===== config.mk =====
export PLATFORM = sky130hd
export DESIGN_NAME = alu_exec_unit
export DESIGN_NICKNAME = d
export VERILOG_FILES = /design/src/rtl/alu_exec_pkg.sv /design/src/rtl/alu_exec_core.sv /design/src/rtl/alu_exec_unit.sv
export SDC_FILE = /design/constraint.sdc
export NUM_CORES = 1
export LEC_CHECK = 0
export CORE_UTILIZATION = 50
export CTS_CLUSTER_SIZE = 40
export DETAILED_ROUTE_END_ITERATION = 6
export GPL_ROUTABILITY_DRIVEN = 0
export HOLD_SLACK_MARGIN = 0.03
export PLACE_DENSITY = 0.75
export REMOVE_ABC_BUFFERS = 1
export SLEW_MARGIN = 20
export SYNTH_ARGS = -nofsm -noshare
export SYNTH_HDL_FRONTEND = slang
export SYNTH_SLANG_ARGS = --single-unit

===== constraint.sdc =====
create_clock -name clk -period 4.55 [get_ports clk]
set_input_delay 0.91 -clock clk [delete_from_list [all_inputs] [get_ports clk]]
set_output_delay 0.91 -clock clk [all_outputs]
set_load 0.01 [all_outputs]

===== src/rtl/alu_exec_pkg.sv =====
// Shared constants and records for the ALU execution unit.
// Op 1111 bit-reverse is enabled by the ALU_EXEC_BTR_EN macro.
package alu_exec_pkg;
  localparam int ALU_WIDTH = 16;

  localparam logic [3:0] OP_ROL = 4'b0000;
  localparam logic [3:0] OP_SHL = 4'b0001;
  localparam logic [3:0] OP_ROR = 4'b0010;
  localparam logic [3:0] OP_SHR = 4'b0011;
  localparam logic [3:0] OP_ADD = 4'b0100;
  localparam logic [3:0] OP_AND = 4'b0101;
  localparam logic [3:0] OP_OR  = 4'b0110;
  localparam logic [3:0] OP_XOR = 4'b0111;
  localparam logic [3:0] OP_EQ  = 4'b1000;
  localparam logic [3:0] OP_LT  = 4'b1001;
  localparam logic [3:0] OP_LE  = 4'b1010;
  localparam logic [3:0] OP_BTR = 4'b1111;

  typedef struct packed {
    logic [ALU_WIDTH-1:0] data;
    logic                 ofl;
    logic                 cout;
    logic                 zero;
    logic                 neg;
    logic                 err;
  } res_t;

  // Raw request fields held in the stage-1 register.
  typedef struct packed {
    logic [3:0]           oper;
    logic [ALU_WIDTH-1:0] a;
    logic [ALU_WIDTH-1:0] b;
    logic                 cin;
    logic                 inva;
    logic                 invb;
    logic                 sign;
  } s1_t;
endpackage


===== src/rtl/alu_exec_core.sv =====
// Combinational ALU: stage-1 request fields in, result record out.
// Op 1111 bit-reverse is enabled by the ALU_EXEC_BTR_EN macro.
module alu_exec_core
  import alu_exec_pkg::*;
(
  input  s1_t  s1,
  output res_t res
);
  logic [ALU_WIDTH-1:0] a, b;
  logic [3:0]           amt;
  logic [ALU_WIDTH:0]   sum;

  always_comb begin
    a   = s1.inva ? ~s1.a : s1.a;
    b   = s1.invb ? ~s1.b : s1.b;
    amt = b[3:0];
    sum = {1'b0, a} + {1'b0, b} + {{ALU_WIDTH{1'b0}}, s1.cin};
    res = '0;
    case (s1.oper)
      // A shift by the full width yields zero, so amt==0 passes A through.
      OP_ROL: res.data = (a << amt) | (a >> (ALU_WIDTH - int'(amt)));
      OP_SHL: res.data = a << amt;
      OP_ROR: res.data = (a >> amt) | (a << (ALU_WIDTH - int'(amt)));
      OP_SHR: res.data = a >> amt;
      OP_ADD: begin
        res.data = sum[ALU_WIDTH-1:0];
        res.cout = sum[ALU_WIDTH];
        res.ofl  = s1.sign ? ((a[ALU_WIDTH-1] == b[ALU_WIDTH-1]) &&
                              (sum[ALU_WIDTH-1] != a[ALU_WIDTH-1]))
                           : sum[ALU_WIDTH];
      end
      OP_AND: res.data = a & b;
      OP_OR:  res.data = a | b;
      OP_XOR: res.data = a ^ b;
      // Compares use the raw operands; invert controls do not apply.
      OP_EQ:  res.data = {{(ALU_WIDTH-1){1'b0}}, s1.a == s1.b};
      OP_LT:  res.data = {{(ALU_WIDTH-1){1'b0}}, $signed(s1.a) <  $signed(s1.b)};
      OP_LE:  res.data = {{(ALU_WIDTH-1){1'b0}}, $signed(s1.a) <= $signed(s1.b)};
`ifdef ALU_EXEC_BTR_EN
      OP_BTR: for (int i = 0; i < ALU_WIDTH; i++) res.data[i] = s1.a[ALU_WIDTH-1-i];
`endif
      default: res.err = 1'b1;
    endcase
    res.zero = (res.data == '0);
    res.neg  = res.data[ALU_WIDTH-1];
  end
endmodule


===== src/rtl/alu_exec_unit.sv =====
// ALU execution unit: operand register, combinational core, 2-entry result FIFO.
// Op 1111 bit-reverse is enabled by the ALU_EXEC_BTR_EN macro.
module alu_exec_unit
  import alu_exec_pkg::*;
(
  input  logic                 clk,
  input  logic                 rst,
  input  logic                 in_valid,
  output logic                 in_ready,
  input  logic [3:0]           in_oper,
  input  logic [ALU_WIDTH-1:0] in_a,
  input  logic [ALU_WIDTH-1:0] in_b,
  input  logic                 in_cin,
  input  logic                 in_inva,
  input  logic                 in_invb,
  input  logic                 in_sign,
  output logic                 out_valid,
  input  logic                 out_ready,
  output logic [ALU_WIDTH-1:0] out_data,
  output logic                 out_ofl,
  output logic                 out_cout,
  output logic                 out_zero,
  output logic                 out_neg,
  output logic                 out_err
);
  s1_t        s1_q;
  logic       s1_valid;
  res_t       core_res, head;
  res_t       fifo [2];
  logic       wr_ptr, rd_ptr;
  logic [1:0] fifo_count;
  logic       push, pop, accept;

  alu_exec_core u_core (.s1(s1_q), .res(core_res));

  // Stage 1 always drains into the FIFO; in_ready guarantees it has room.
  assign push      = s1_valid;
  assign out_valid = !rst && (fifo_count != 2'd0);
  assign pop       = out_valid && out_ready;
  assign in_ready  = !rst &&
                     (({1'b0, fifo_count} + {2'b0, s1_valid} - {2'b0, pop}) < 3'd2);
  assign accept    = in_valid && in_ready;

  always_ff @(posedge clk) begin
    if (rst) begin
      s1_valid   <= 1'b0;
      s1_q       <= '0;
      wr_ptr     <= 1'b0;
      rd_ptr     <= 1'b0;
      fifo_count <= 2'd0;
    end else begin
      s1_valid <= accept;
      if (accept) s1_q <= '{oper: in_oper, a: in_a, b: in_b, cin: in_cin,
                            inva: in_inva, invb: in_invb, sign: in_sign};
      if (push) wr_ptr <= ~wr_ptr;
      if (pop)  rd_ptr <= ~rd_ptr;
      fifo_count <= fifo_count + {1'b0, push} - {1'b0, pop};
    end
  end

  always_ff @(posedge clk) begin
    if (push) fifo[wr_ptr] <= core_res;
  end

  assign head     = out_valid ? fifo[rd_ptr] : '0;
  assign out_data = head.data;
  assign out_ofl  = head.ofl;
  assign out_cout = head.cout;
  assign out_zero = head.zero;
  assign out_neg  = head.neg;
  assign out_err  = head.err;
endmodule


After elaboration in Yosys (flattened, before gate mapping)

Memories as Yosys holds them, arrays and structs flattened. A register that Yosys moved wholly into a read port is not among the register bits.
Index checks and enable logic that the tools add are counted.

Output and inout port bits: 23
Bits in registers: 45
Bits in writable memories: 42
Latch bits: 0
Word-level logic and storage cells: 69
Bits in read-only memories: 0
Input port bits: 44
Memories: 1

Memory list:

| name | words | width | read ports | clocked after Yosys merged registers in | write ports | line                | text |
|---|---|---|---|---|---|---|---|
| fifo | 2     | 21    | 1          | 1                                       | 1           | alu_exec_unit.sv:29 | `res_t fifo [2];` |

Mux-type cells: 11
Shift-type cells: 4
Bitwise logic cells: 9
Magnitude comparators: 3
Eq/ne operators: 13
Multipliers: 0
Reduce and logical (&&, ||, !) cells: 10
$add $sub $neg: 7
Div/mod/pow operators: 0

Operators with widths:

| operator              | count |
|---|---|
| $pmux W16 S11         | 1 |
| $or A16 B16 Y16       | 3 |
| $mux W16              | 2 |
| $not A16 Y16          | 2 |
| $shl A16 B32 Y16      | 1 |
| $shr A16 B32 Y16      | 1 |
| $mux W21              | 1 |
| $add A16 B16 Y17      | 1 |
| $add A17 B1 Y17       | 1 |
| $and A16 B16 Y16      | 1 |
| $eq A16 B16 Y1        | 1 |
| $eq A4 B3 Y1 const B  | 4 |
| $le A16 B16 Y1        | 1 |
| $logic_not A16 Y1     | 1 |
| $lt A16 B16 Y1        | 1 |
| $shl A16 B4 Y16       | 1 |
| $shr A16 B4 Y16       | 1 |
| $xor A16 B16 Y16      | 1 |
| $eq A4 B4 Y1 const B  | 3 |
| $reduce_or A11 Y1     | 1 |
| $eq A4 B2 Y1 const B  | 2 |
| $mux W1               | 6 |
| $sub A5 B4 Y6 const A | 1 |
| $logic_and A1 B1 Y1   | 5 |
| 13 further kinds      | 14 |

Depth between registers and ports, before layout

Gate-level depths: netlist of run 1.

Depth after elaboration: 8
Mapped depth: 17

Cells and area by module

A second synthesis of run 1 with hierarchy kept.

Cell total of the unflattened synthesis: 1102
Area, all modules: 8832.2 µm²

By module, submodules not included:

| module        | area an instance (µm²) | times used | cells each |
|---|---|---|---|
| alu_exec_core | 5185.0                 | 1          | 810 |
| alu_exec_unit | 3647.2                 | 1          | 292 |

Worst setup path after synthesis of run 1

OpenSTA, ideal clock, no wires.

Kind: flip-flop to flip-flop
Start: reg s1_q[1] in the netlist's numbering
End: mem fifo[0][2] in the netlist's numbering, data pin
Path slack: 0.565 ns
Clock period less this slack: 3.985 ns
Buffers on the path: 4
Data required time: 4.369 ns
Cell stages (with the launch flop): 17
Arrival time: 3.804 ns
Setup time: 0.181 ns
Path through: dfxtp_1 buf_2 clkbuf_1 clkbuf_1 buf_1 xor2_1 ha_1 a21oi_1 o21ai_0 a31oi_1 a21oi_1 a211o_1 a21oi_1 mux2i_1 nand2_1 nand3_1 nor4b_2

RTL lines:

| item                   | line                | text |
|---|---|---|
| start, declared        | alu_exec_unit.sv:26 | `s1_t s1_q;` |
| start signal, assigned | alu_exec_unit.sv:53 | `if (accept) s1_q <= '{oper: in_oper, a: in_a, b: in_b, cin: in_cin,` |
| end, declared          | alu_exec_unit.sv:29 |  |

==> out/summary.txt, run 1 <==
CTS H-tree depth = 3
CTS tree = yes
Cell Pwr Density = 577 nW/µm²
Primary FF master, synth = dfxtp_1
Max-cap violations = 0
Core ar. = 16600 µm²
Die Y = 132 µm
Initial Util = 0.511
TritonCTS buffer count = 9
Clock Root Buffer = clkbuf_16
Seq/Total Area, Yosys = 0.250
global-route wire length before repair = 44100 µm
Ys Warns = 0
M3 GR Usage = 0.102
switch share = 0.498
Chip Width = 132 µm
postcts setup bufs = 0
ys async rst share = 0
row count = 47
worst endpoint required time = 4.71 ns
combinational share of power = 0.657
failing checks = DRC
CP Max Fanout = 11
Final setup violation count = 0
status = complete, but fails checks
CP top delay family = simple AND/OR/NAND/NOR gates
largest net degree at the start of global routing = 46
DR DRC count = 26
met2 Use GR = 0.481
Avg Vias per Cell = 6.36
via count = 9055
grt total ovfl = 0
# diodes = 0
RSZ-0062 raised after global routing = no
Psw = 2820 µW
antenna violations before repair = 0
most frequent cells in the layout = nand2_1 (189), a21oi_1 (172), nor2_1 (84)
Mapped Area = 8480 µm²
Netlist cell types = 70
Reg power frac = 0.211
Worst setup SP type = register
Clock Latency Late Sink = 0.35 ns
critical-path cell list = xor2_1, fa_1, ha_1, nor3_1, o21ai_0, nand2_1, xor2_1, o22ai_1, nor4_1, buf_4, nand3_1, nor3_1, nand3_1, nor4b_2
Peak Freq = 233 MHz
Setup WS post-layout = 0.261 ns
Worst-path clk slew = 0.06 ns
CP max stage delay = 0.64 ns
clk sinks = 86
CP Buf/Inv Count = 1
IO Port Bufs = 66
drt wl/cell = 19.6 µm
Pint = 2850 µW
grt met1 use = 0.412
period utilization = 0.943
Crit Path Class = register to register
Nets = 1296
Layout area overhead = 15.8%
Final Slew Violations = 0
Place WS = -0.269 ns
Least-Margin Pin Slew = 1.05 ns
GR peak layer = met2
drt first-iter violations = 1133
Min-Delay Path Class = register to register
fin util = 0.592
most common cell after layout, fill and taps aside = nand2_1
clock power share = 0.132
IO Count = 67
Yosys reg bits = 86
final hold vios = 0
final antenna-violating net count = 0
Max Clock Skew = 0.00763 ns
EDFF count, synth = 40
Tmin final = 4.29 ns
Post-Syn Instances = 1148
final wirelength = 27900 µm
CP max-delay cell = dfxtp_1
gr usage total = 0.322
Slew Limit Headroom = 0.293
Worst setup EP type = register
die area = 17500 µm²
Post-DP HPWL = 20700 µm
Worst VDD drop = 0.428 mV
Leak = 0.00382 µW
number of global-route vias before repair = 8179
Pre-Repair DR Iteration Count = 7
WP data arrival = 4.45 ns
Max Root-Sink Buffers = 2
Avg Inst Size Synth = 7.39 µm²
layout cells sized above 1 = 0.0914
==> cells in the mapped netlist, types with 5 or more instances <==
master | instances | area, µm²
a211oi_1 | 11 | 82.6
a21oi_1 | 172 | 861
a221oi_1 | 7 | 61.3
a22oi_1 | 7 | 52.6
a31oi_1 | 11 | 68.8
a32oi_1 | 6 | 52.6
and2_1 | 6 | 37.5
buf_1 | 7 | 26.3
buf_2 | 7 | 35.0
clkbuf_1 | 54 | 203
dfxtp_1 | 46 | 921
edfxtp_1 | 40 | 1200
ha_1 | 51 | 638
inv_1 | 59 | 221
mux2_2 | 12 | 135
mux2i_1 | 40 | 400
mux4_2 | 11 | 248
nand2_1 | 189 | 709
nand2b_1 | 18 | 113
nand3_1 | 28 | 140
nand4_1 | 8 | 50.1
nor2_1 | 84 | 315
nor2b_1 | 31 | 194
nor3_1 | 26 | 130
o211ai_1 | 7 | 52.6
o21ai_0 | 59 | 295
o221ai_1 | 6 | 52.6
o22ai_1 | 17 | 106
o32ai_1 | 5 | 43.8
or2_2 | 10 | 62.6
xnor2_1 | 17 | 149
xor2_1 | 22 | 193
==> state kept, by name, summed over array words and instances (netlist names), named ones only <==
| signal | flops |
|---|---|
| push | 1 |
| rd_ptr | 1 |
| wr_ptr | 1 |
| s1_q | 40 |
| fifo_count | 2 |
| fifo | 40 |
==> power groups by stage <==
stage               sequential [µW]  combinational, µW  clock [µW]
floorplan                      1220               2360           0
global placement               1200               3500           0
detailed placement             1210               3550           0
CTS                            1190               3560         763
global route                   1210               4010         790
finish                         1190               3730         749
==> final timing paths <==
check | startpoint | to | slack, ns | cells past startpoint
min reg2reg | s1_q[3] | s1_q[3] | 0.48 | 2
max | s1_q[2] | fifo[0][2] | 0.26 | 14
min | s1_q[3] | s1_q[3] | 0.48 | 2
max reg2reg | s1_q[2] | fifo[0][2] | 0.26 | 14
==> per-layer routing <==
metal | routed length, µm | vias up
met2 | 11700 | 650
met3 | 3420 | 148
met4 | 1740 | 0
met1 | 11100 | 4042
li1 | - | 4215
met5 | 0 | -
==> logic make-up (layout without fill, tap and decap cells) <==
logic type / after synthesis / after routing / synth area share
compound gates: 352 / 352 / 0.247
xor+xnor: 40 / 40 / 0.0422
fa+ha+maj: 53 / 53 / 0.0800
buf+inv: 132 / 188 / 0.0612
flops: 86 / 86 / 0.250
mux: 63 / 63 / 0.0924
simple gates: 422 / 422 / 0.227
==> worst min-delay path, cell delays in order, from the launching register on <==
cell and delay [ns]:
dfxtp_1 0.32, nand2_1 0.06, a21oi_1 0.05
==> final cells by class <==
cell class,instances,area [µm²]
fill,1560,6760
multi-input combinational,930,5870
sequential,86,2120
timing repair buffer,111,1020
tap,220,275
inverter,61,229
clock buffer,9,225
clock inverter,7,80.1
==> stage by stage <==
stage	instance area, µm²	cells	power [µW]	hold slack [ns]	setup TNS [ns]
finish	9820	1424	5670	0.481	0
global route	9820	1424	6020	0.517	0
CTS	9810	1424	5520	0.486	0
detailed placement	9510	1408	4750	0.478	-0.269
global placement	9510	1408	4700	0.469	-0.250
floorplan	8190	1077	3570	0.444	-38.60
==> timing repair <==
item / CTS / global route
cloned: 0 / 0
hold buffers: 0 / 0
endpoints found under the setup margin: 1 / 1
gates resized for setup: 1 / 2
Note: power is estimated with default switching activity, not from simulation.
==> inputs of run 2 (changes only) <==
TNS_END_PERCENT = 20   (was default)
==> results of run 2 <==
Same layout as run 1: the final DEF is identical, and so are final timing and power.
